<file path="config.mk">
export PLATFORM = sky130hd
export DESIGN_NAME = hazard_ctrl
export DESIGN_NICKNAME = d
export VERILOG_FILES = /design/src/rtl/hazard_ctrl.sv
export SDC_FILE = /design/constraint.sdc
export NUM_CORES = 1
export LEC_CHECK = 0
export CAP_MARGIN = 40
export CORE_ASPECT_RATIO = 1.75
export CORE_MARGIN = 2
export CORE_UTILIZATION = 32
export DETAILED_ROUTE_END_ITERATION = 16
export GPL_ROUTABILITY_DRIVEN = 1
export PLACE_DENSITY = 0.88
export SKIP_LAST_GASP = 1
export SLEW_MARGIN = 25
export SYNTH_ARGS = -nofsm -noshare
export SYNTH_HDL_FRONTEND = slang
export SYNTH_SLANG_ARGS = --single-unit
</file>
<file path="constraint.sdc">
create_clock -name clk -period 1.7 [get_ports clk]
set_input_delay 0.17 -clock clk [delete_from_list [all_inputs] [get_ports clk]]
set_output_delay 0.17 -clock clk [all_outputs]
set_load 0.1 [all_outputs]
</file>
<file path="src/rtl/hazard_ctrl.sv">
// Pipeline hazard controller: control-flow redirects, load-use bubbles, fetch back-pressure and operand forwarding.
// Define HAZARD_PERF_CNT_EN to build the redirect/stall performance counters; otherwise both read as zero.
module hazard_ctrl #(
  parameter int WIDTH = 32
) (
  input  logic             clk,
  input  logic             rst,
  input  logic             BranchE,
  input  logic             ZeroE,
  input  logic             JumpE,
  input  logic             JALRE,
  input  logic [WIDTH-1:0] PCTargetE,
  input  logic [WIDTH-1:0] ALUResultE,
  input  logic             ResultSrcE0,
  input  logic [4:0]       RdE,
  input  logic [4:0]       Rs1E,
  input  logic [4:0]       Rs2E,
  input  logic [4:0]       Rs1D,
  input  logic [4:0]       Rs2D,
  input  logic [4:0]       RdM,
  input  logic [4:0]       RdW,
  input  logic             RegWriteM,
  input  logic             RegWriteW,
  input  logic             imem_ready,
  output logic [1:0]       PCSel,
  output logic [WIDTH-1:0] RedirPC,
  output logic             StallF,
  output logic             StallD,
  output logic             FlushD,
  output logic             FlushE,
  output logic [1:0]       ForwardAE,
  output logic [1:0]       ForwardBE,
  output logic             Busy,
  output logic [31:0]      RedirCnt,
  output logic [31:0]      StallCnt
);

  typedef enum logic [1:0] {
    RUN        = 2'd0,
    LU_STALL   = 2'd1,
    REDIR_PEND = 2'd2
  } state_t;

  state_t           state_r;
  logic [WIDTH-1:0] redir_r;
  logic             taken_s;
  logic             jalr_s;
  logic             lu_s;
  logic [1:0]       tsel_s;
  logic [WIDTH-1:0] tgt_s;

  // Memory stage wins over writeback so the youngest producer is forwarded.
  function automatic logic [1:0] fwd_sel(input logic [4:0] rs, input logic wm, input logic [4:0] rdm,
                                         input logic ww, input logic [4:0] rdw);
    if (wm && (rdm != 5'd0) && (rdm == rs)) begin
      return 2'b10;
    end else if (ww && (rdw != 5'd0) && (rdw == rs)) begin
      return 2'b01;
    end else begin
      return 2'b00;
    end
  endfunction

  assign taken_s = JumpE | (BranchE & ZeroE);
  assign jalr_s  = JumpE & JALRE;
  assign tsel_s  = jalr_s ? 2'b10 : 2'b01;
  assign tgt_s   = jalr_s ? ALUResultE : PCTargetE;
  assign lu_s    = ResultSrcE0 & (RdE != 5'd0) & ((RdE == Rs1D) | (RdE == Rs2D));

  assign ForwardAE = fwd_sel(Rs1E, RegWriteM, RdM, RegWriteW, RdW);
  assign ForwardBE = fwd_sel(Rs2E, RegWriteM, RdM, RegWriteW, RdW);
  assign RedirPC   = redir_r;
  assign Busy      = !rst && (state_r != RUN);

  // Next-PC select and stall/flush decode; a taken transfer overrides every state.
  always_comb begin
    PCSel  = 2'b00;
    StallF = 1'b0;
    StallD = 1'b0;
    FlushD = 1'b0;
    FlushE = 1'b0;
    if (rst) begin
      PCSel = 2'b00;
    end else if (taken_s) begin
      PCSel  = tsel_s;
      FlushD = 1'b1;
      FlushE = 1'b1;
    end else begin
      case (state_r)
        RUN: begin
          if (lu_s || !imem_ready) begin
            StallF = 1'b1;
            StallD = 1'b1;
            FlushE = 1'b1;
          end else begin
            PCSel = 2'b00;
          end
        end
        LU_STALL: PCSel = 2'b00;
        REDIR_PEND: begin
          PCSel  = 2'b11;
          FlushD = 1'b1;
        end
        default: PCSel = 2'b00;
      endcase
    end
  end

  // Control FSM and pending-redirect target latch.
  always_ff @(posedge clk or posedge rst) begin
    if (rst) begin
      state_r <= RUN;
      redir_r <= '0;
    end else if (taken_s) begin
      if (imem_ready) begin
        state_r <= RUN;
      end else begin
        state_r <= REDIR_PEND;
        redir_r <= tgt_s;
      end
    end else begin
      case (state_r)
        RUN:        state_r <= lu_s ? LU_STALL : RUN;
        LU_STALL:   state_r <= RUN;
        REDIR_PEND: state_r <= imem_ready ? RUN : REDIR_PEND;
        default:    state_r <= RUN;
      endcase
    end
  end

`ifdef HAZARD_PERF_CNT_EN
  logic [31:0] redir_cnt_r;
  logic [31:0] stall_cnt_r;

  // Free-running event counters, wrapping naturally at 32 bits.
  always_ff @(posedge clk or posedge rst) begin
    if (rst) begin
      redir_cnt_r <= 32'd0;
      stall_cnt_r <= 32'd0;
    end else begin
      redir_cnt_r <= redir_cnt_r + {31'd0, taken_s};
      stall_cnt_r <= stall_cnt_r + {31'd0, StallF};
    end
  end

  assign RedirCnt = redir_cnt_r;
  assign StallCnt = stall_cnt_r;
`else
  assign RedirCnt = 32'd0;
  assign StallCnt = 32'd0;
`endif

endmodule
</file>
==> results of run 1 <==
==> worst max-delay path by stage <==
stage / from / endpoint / depth (start not counted)
floorplan: state_r[0] / StallF / 4
global placement: RdW[4] / ForwardAE[0] / 6
detailed placement: RdW[4] / ForwardAE[0] / 6
CTS: state_r[1] / StallD / 6
global route: state_r[0] / StallD / 6
finish: state_r[0] / StallD / 6
==> layout make-up <==
type	count	share of cell area [%]
multi-input combinational	227	33.8
tap	88	2.41
clock buffer	5	2.74
timing repair buffer	186	40.6
sequential	34	18.6
inverter	3	0.329
clock inverter	3	1.51
==> power by group through the flow <==
stage	Clock (uW)	Sequential (uW)	Combinational [uW]
2_1_floorplan	0	1800	1110
3_3_place_gp	0	1000	2480
3_5_place_dp	0	1010	2510
4_1_cts	1200	993	2520
5_1_grt	1240	1010	2600
6_report	1180	991	2510
==> worst max-delay path: cells and delay by family, from the launching register on <==
| kind | cells | cell delay [ns] |
|---|---|---|
| AOI/OAI and AO/OA | 1 | 0.06 |
| buffers and inverters | 2 | 0.36 |
| DFF | 1 | 0.41 |
| and+or+nand+nor | 3 | 0.57 |
==> kinds of logic after synthesis <==
kind of cell / Yosys count
compound gates: 43
flops: 34
other cells: 1
xor+xnor: 30
mux: 32
simple gates: 58
buf+inv: 78
==> per-layer routing <==
metal / vias up / track usage, %
met5: - / 0
met4: 0 / 8.02
met3: 17 / 4.75
met2: 160 / 33.2
met1: 1083 / 14.1
li1: 1162 / -
==> state kept, by name, indices dropped and copies added, names as in the netlist <==
| signal | count |
|---|---|
| RedirPC | 32 |
| state_r | 2 |
==> what timing repair did <==
action,CTS,global route
gates cloned,0,0
setup buffers,1,5
pin swaps,17,18
endpoints found under the setup margin,10,10
gates resized for setup,65,36
==> cell usage after synthesis <==
cell type | number | area share (%)
conb_1 | 1 | 0.15
or4_4 | 1 | 0.45
a22oi_1 | 1 | 0.30
o21ai_2 | 1 | 0.35
dfrtp_1 | 34 | 34
o41ai_1 | 1 | 0.35
xor2_1 | 24 | 8.4
or2_2 | 1 | 0.25
nor4_1 | 3 | 0.75
nand2b_1 | 2 | 0.50
nand3b_1 | 1 | 0.30
or3_1 | 1 | 0.25
buf_4 | 65 | 20
mux2i_1 | 32 | 13
o21ai_0 | 34 | 6.8
a21oi_1 | 4 | 0.80
xnor2_1 | 6 | 2.1
nor2_1 | 5 | 0.75
nor4_2 | 2 | 1.0
a21o_1 | 1 | 0.30
nand3_1 | 2 | 0.40
or4_1 | 4 | 1.2
nor3_1 | 3 | 0.60
clkbuf_1 | 6 | 0.90
nand2_1 | 33 | 5.0
inv_1 | 3 | 0.45
o21ai_1 | 1 | 0.20
buf_2 | 4 | 0.80
==> per-stage QoR <==
stage	instances	TNS, ns	total power, uW
after CTS	541	-0.916	4710
after global placement	532	-2.89	3480
final	546	-0.518	4680
after global routing	546	-0.887	4850
after floorplan	339	-2.42	2910
after detailed placement	532	-3.19	3510
==> flow_summary.json, run 1 <==
{
  "worstReg2RegStart": "state_r[0]",
  "wl_mm": 7.29,
  "dr.first_iter.drc_count": 92,
  "drcViolationCount": 0,
  "die_y_um": 121,
  "grt_pass1_wl_mm": 11.0,
  "timing.final.crit_share_pct": 109,
  "ff2ff_setup_slack_ns": 0.80,
  "final_area_mm2": 0.00457,
  "critPathArrivalTime_ns": 1.68,
  "path_clk_slew_ns": 0.05,
  "yosys_warnings": 0,
  "cts_tree": "yes",
  "wl_per_cell_um": 13.3,
  "wl_met1_mm": 2.08,
  "finClkSkew_ns": 0.0000183,
  "ioPinCount": 216,
  "synth_fa_ha_area_share_pct": 0,
  "synthXorXnorAreaFrac_pct": 10.5,
  "finalHoldViolCount": 0,
  "rows": 42,
  "cts_root_buf": "clkbuf_16",
  "clock_latency_ns": 0.27,
  "end_kind": "output port",
  "setup_violations": 7,
  "synth_top_family_by_area": "buffers and inverters",
  "wl_met3_um": 780,
  "grt_max_degree": 65,
  "grt_pass1_vias": 2351,
  "route.vias.total": 2422,
  "cts.sink_count": 34,
  "cts_hold_buf": 0,
  "path_class": "register to output port",
  "yosys.area_share.simple_pct": 11.4,
  "dp_slack_ns": -0.567,
  "wl_met2_mm": 4.21,
  "post_synth_inst_count": 276,
  "fin_crit_ns": 1.85,
  "p_comb_share_pct": 53.7,
  "cts_buffers": 5,
  "final_common_cell": "clkdlybuf4s50_1",
  "cp_max_fo": 3,
  "start_util_pct": 32.9,
  "power.density_mw_per_mm2": 1030,
  "min_to": "state_r[0]",
  "start_kind": "register",
  "area_growth_pct": 83.2,
  "synth-compound-area-share_pct": 9.14,
  "outcome": "complete, but fails checks",
  "rsz0062_at_grt": "true",
  "multi_input_comb_area_mm2": 0.00154,
  "syn_area_mm2": 0.00249,
  "max-vdd-ir-drop_uv": 490,
  "regArea_um2": 851,
  "switching_share_pct": 48.9,
  "slowest_delay_ns": 0.41,
  "die_w_um": 70.7,
  "finish.utilization_pct": 60.3,
  "holdWs_ns": 0.374,
  "fp.coreArea_mm2": 0.00757,
  "power.internal_uw": 2390,
  "drtAntennaViolNets": 0,
  "place.gp.congestion": 0.807,
  "topRoutingLayerUsed": "met4",
  "crit_chain": "nor2_4 -> nand2b_4 -> or3_4 -> o41ai_4 -> buf_4 -> buf_12",
  "vias_per_cell": 4.44,
  "dieArea_mm2": 0.00854,
  "grtUsageTotal_pct": 16.5,
  "fin_ws_ns": -0.147,
  "first_pass_iters": 4,
  "nFillCells": 629,
  "portBuffers": 151,
  "ys_seq_area_share_pct": 34.1,
  "antenna_found_initial": 0,
  "maxCapViolCount": 0,
  "failed_checks": "setup timing",
  "layout-drive-gt1-share_pct": 29.5,
  "pwr-share-clk_pct": 25.2,
  "overflow": 0,
  "ys_types": 28,
  "hp-class": "input pin to register",
  "reg2reg_to": "state_r[1]",
  "syn_avg_cell_area_um2": 9.03,
  "finalMaxSlewViolations": 0,
  "crit_required_ns": 1.53,
  "fmax_ghz": 0.541,
  "h-tree-depth": 2,
  "cp_slowest_cell": "dfrtp_1",
  "p_seq_share_pct": 21.2,
  "p_sw_uw": 2290,
  "hpwl_mm": 6.16,
  "fin_nets": 566,
  "clk_path_buf_depth": 2,
  "p_leak_uw": 0.00232,
  "antennaDiodeCount": 0,
  "synthMuxAreaShare_pct": 12.9,
  "synth-seq-cells": 34,
  "final_cell_mix": "75 x clkdlybuf4s50_1, 64 x conb_1, 57 x buf_4",
  "holdPathStages": 4,
  "min-delay-start": "BranchE",
  "place_area_mm2": 0.00430,
  "r2r_cells": 4
}
No activity file was read; power rests on OpenSTA's default activity.
==> run 2, diff against run 1 <==
- GPL_TIMING_DRIVEN: unset -> 0
- SKIP_LAST_GASP: 1 -> unset
==> run 2 against run 1 <==
Effect of this change:
- the run still ends with setup timing left
- die area stayed put
- sequential power hardly changed
- total power is 6.2% higher
- critical path type unchanged
- global-route usage is 5.5 points higher
- sequential share of layout area is 3.2 points lower
- first-iteration DRC count is 51% higher
- final area is 21% higher
==> flow_summary.json, run 2 (synthesis results as in run 1) <==
{
  "pwr-share-clk_pct": 18.5,
  "rows": 42,
  "die_w_um": 70.7,
  "clk_path_buf_depth": 2,
  "rsz0062_at_grt": "true",
  "layout-drive-gt1-share_pct": 34.6,
  "grt_pass1_wl_mm": 14.9,
  "die_y_um": 121,
  "fin_nets": 657,
  "drcViolationCount": 0,
  "timing.final.crit_share_pct": 114,
  "failed_checks": "setup timing",
  "cts_root_buf": "clkbuf_16",
  "portBuffers": 151,
  "overflow": 0,
  "grt_max_degree": 19,
  "relSlewSlack_pct": 65.4,
  "finClkSkew_ns": 0.000755,
  "clock_latency_ns": 0.28,
  "power_uw": 4970,
  "place.gp.congestion": 0.808,
  "start_kind": "register",
  "dr.first_iter.drc_count": 139,
  "fin_crit_ns": 1.94,
  "dieArea_mm2": 0.00854,
  "p_sw_uw": 2420,
  "area_growth_pct": 121,
  "first_pass_iters": 6,
  "outcome": "complete, but fails checks",
  "fmax_ghz": 0.517,
  "finalMaxSlewViolations": 0,
  "power.density_mw_per_mm2": 901,
  "path_class": "register to output port",
  "cp_max_fo": 2,
  "drtAntennaViolNets": 0,
  "p_leak_uw": 0.00279,
  "path_clk_slew_ns": 0.05,
  "h-tree-depth": 2,
  "final_cell_mix": "102 x clkdlybuf4s50_1, 75 x buf_4, 64 x conb_1",
  "start_util_pct": 32.9,
  "fp.coreArea_mm2": 0.00757,
  "hp-class": "input pin to asynchronous set/reset pin",
  "ff2ff_setup_slack_ns": 0.67,
  "antenna_found_initial": 0,
  "route.vias.total": 2815,
  "max-vdd-ir-drop_uv": 438,
  "crit_required_ns": 1.53,
  "tightest_slew_ns": 0.517,
  "fin_ws_ns": -0.236,
  "antennaDiodeCount": 0,
  "p_seq_share_pct": 19.9,
  "finalHoldViolCount": 0,
  "ioPinCount": 216,
  "grt_pass1_vias": 3100,
  "hpwl_mm": 7.83,
  "cts_buffers": 5,
  "largest_reg_flops": 32,
  "p_comb_share_pct": 61.6,
  "switching_share_pct": 48.7,
  "power.internal_uw": 2550,
  "final_area_mm2": 0.00552,
  "place_area_mm2": 0.00521,
  "critPathArrivalTime_ns": 1.77,
  "end_kind": "output port",
  "grtUsageTotal_pct": 22.1,
  "wl_per_cell_um": 14.9,
  "final_cells": 637,
  "final_common_cell": "clkdlybuf4s50_1",
  "maxCapViolCount": 0,
  "cts_hold_buf": 0,
  "wl_mm": 9.50,
  "setup_violations": 5,
  "dp_slack_ns": -1.33,
  "cts.sink_count": 34,
  "cts_tree": "yes",
  "vias_per_cell": 4.42,
  "dpl.cell_count": 621
}
run 2: cell types whose count changed in the layout (fill, tap and decap cells not counted), moves of 2 or more:
cell,before,now
clkdlybuf4s50_1,75,102
dlymetal6s2s_1,8,4
clkbuf_2,10,5
dlygate4sd2_1,5,14
buf_4,57,75
buf_6,6,11
buf_2,4,10
bufinv_16,2,0
buf_16,0,5
clkdlybuf4s15_2,1,3
clkbuf_1,0,6
buf_12,18,9
buf_8,0,30
run 2: layout make-up:
| class | count | area, um^2 |
|---|---|---|
| Fill cell | 490 | 2050 |
| Tap cell | 88 | 110 |
| Buffer | 74 | 529 |
| Timing Repair inverter | 1 | 5.00 |
| Timing Repair Buffer | 202 | 2290 |
| Sequential cell | 34 | 851 |
| Inverter | 3 | 15.0 |
| Clock inverter | 2 | 12.5 |
| Clock buffer | 6 | 139 |
| Multi-Input combinational cell | 227 | 1570 |
run 2: per-stage QoR:
step	TNS [ns]	util, %	hold WS [ns]
2_1_floorplan	-2.42	-	0.119
3_3_place_gp	-21.22	59.3	0.464
3_5_place_dp	-19.57	68.9	0.472
4_1_cts	-0.909	72.3	0.209
5_1_grt	-0.845	72.9	0.239
6_report	-0.543	72.9	0.227
run 2: critical path: stages, from the launching register on:
cell and delay [ns]:
dfrtp_1 0.39, buf_6 0.13, nor2_4 0.11, nand2b_4 0.06
buf_6 0.12, o41ai_4 0.32, buf_2 0.18, buf_12 0.17
run 2: routing by layer:
layer,track usage [%],routed length [um],up-vias
li1,-,-,1339
met1,20.8,2960,1290
met2,43.4,5400,165
met3,5.58,847,21
met4,9.20,291,0
met5,0,0,-
run 2: final timing paths:
kind / endpoint / depth (start not counted) / from
min: state_r[0] / 3 / rst
max reg2reg: state_r[0] / 5 / state_r[0]
max in group asynchronous: RedirPC[10] / 3 / rst
min reg2reg: RedirPC[14] / 2 / RedirPC[14]
max: StallD / 7 / state_r[0]
min in group clk: state_r[1] / 4 / BranchE
run 2: power groups by stage:
stage	clock (uW)	sequential [uW]	combinational, uW
2_1_floorplan	0	1800	1110
3_3_place_gp	0	987	2520
3_5_place_dp	0	1000	3020
4_1_cts	949	987	3040
5_1_grt	988	1000	3160
6_report	920	990	3060
run 2: timing repair:
action / 4_1_cts / 5_1_grt
pin swaps: 12 / 14
gates cloned: 1 / 0
gates resized for setup: 102 / 51
setup buffers: 13 / 3
endpoints found under the setup margin: 37 / 8
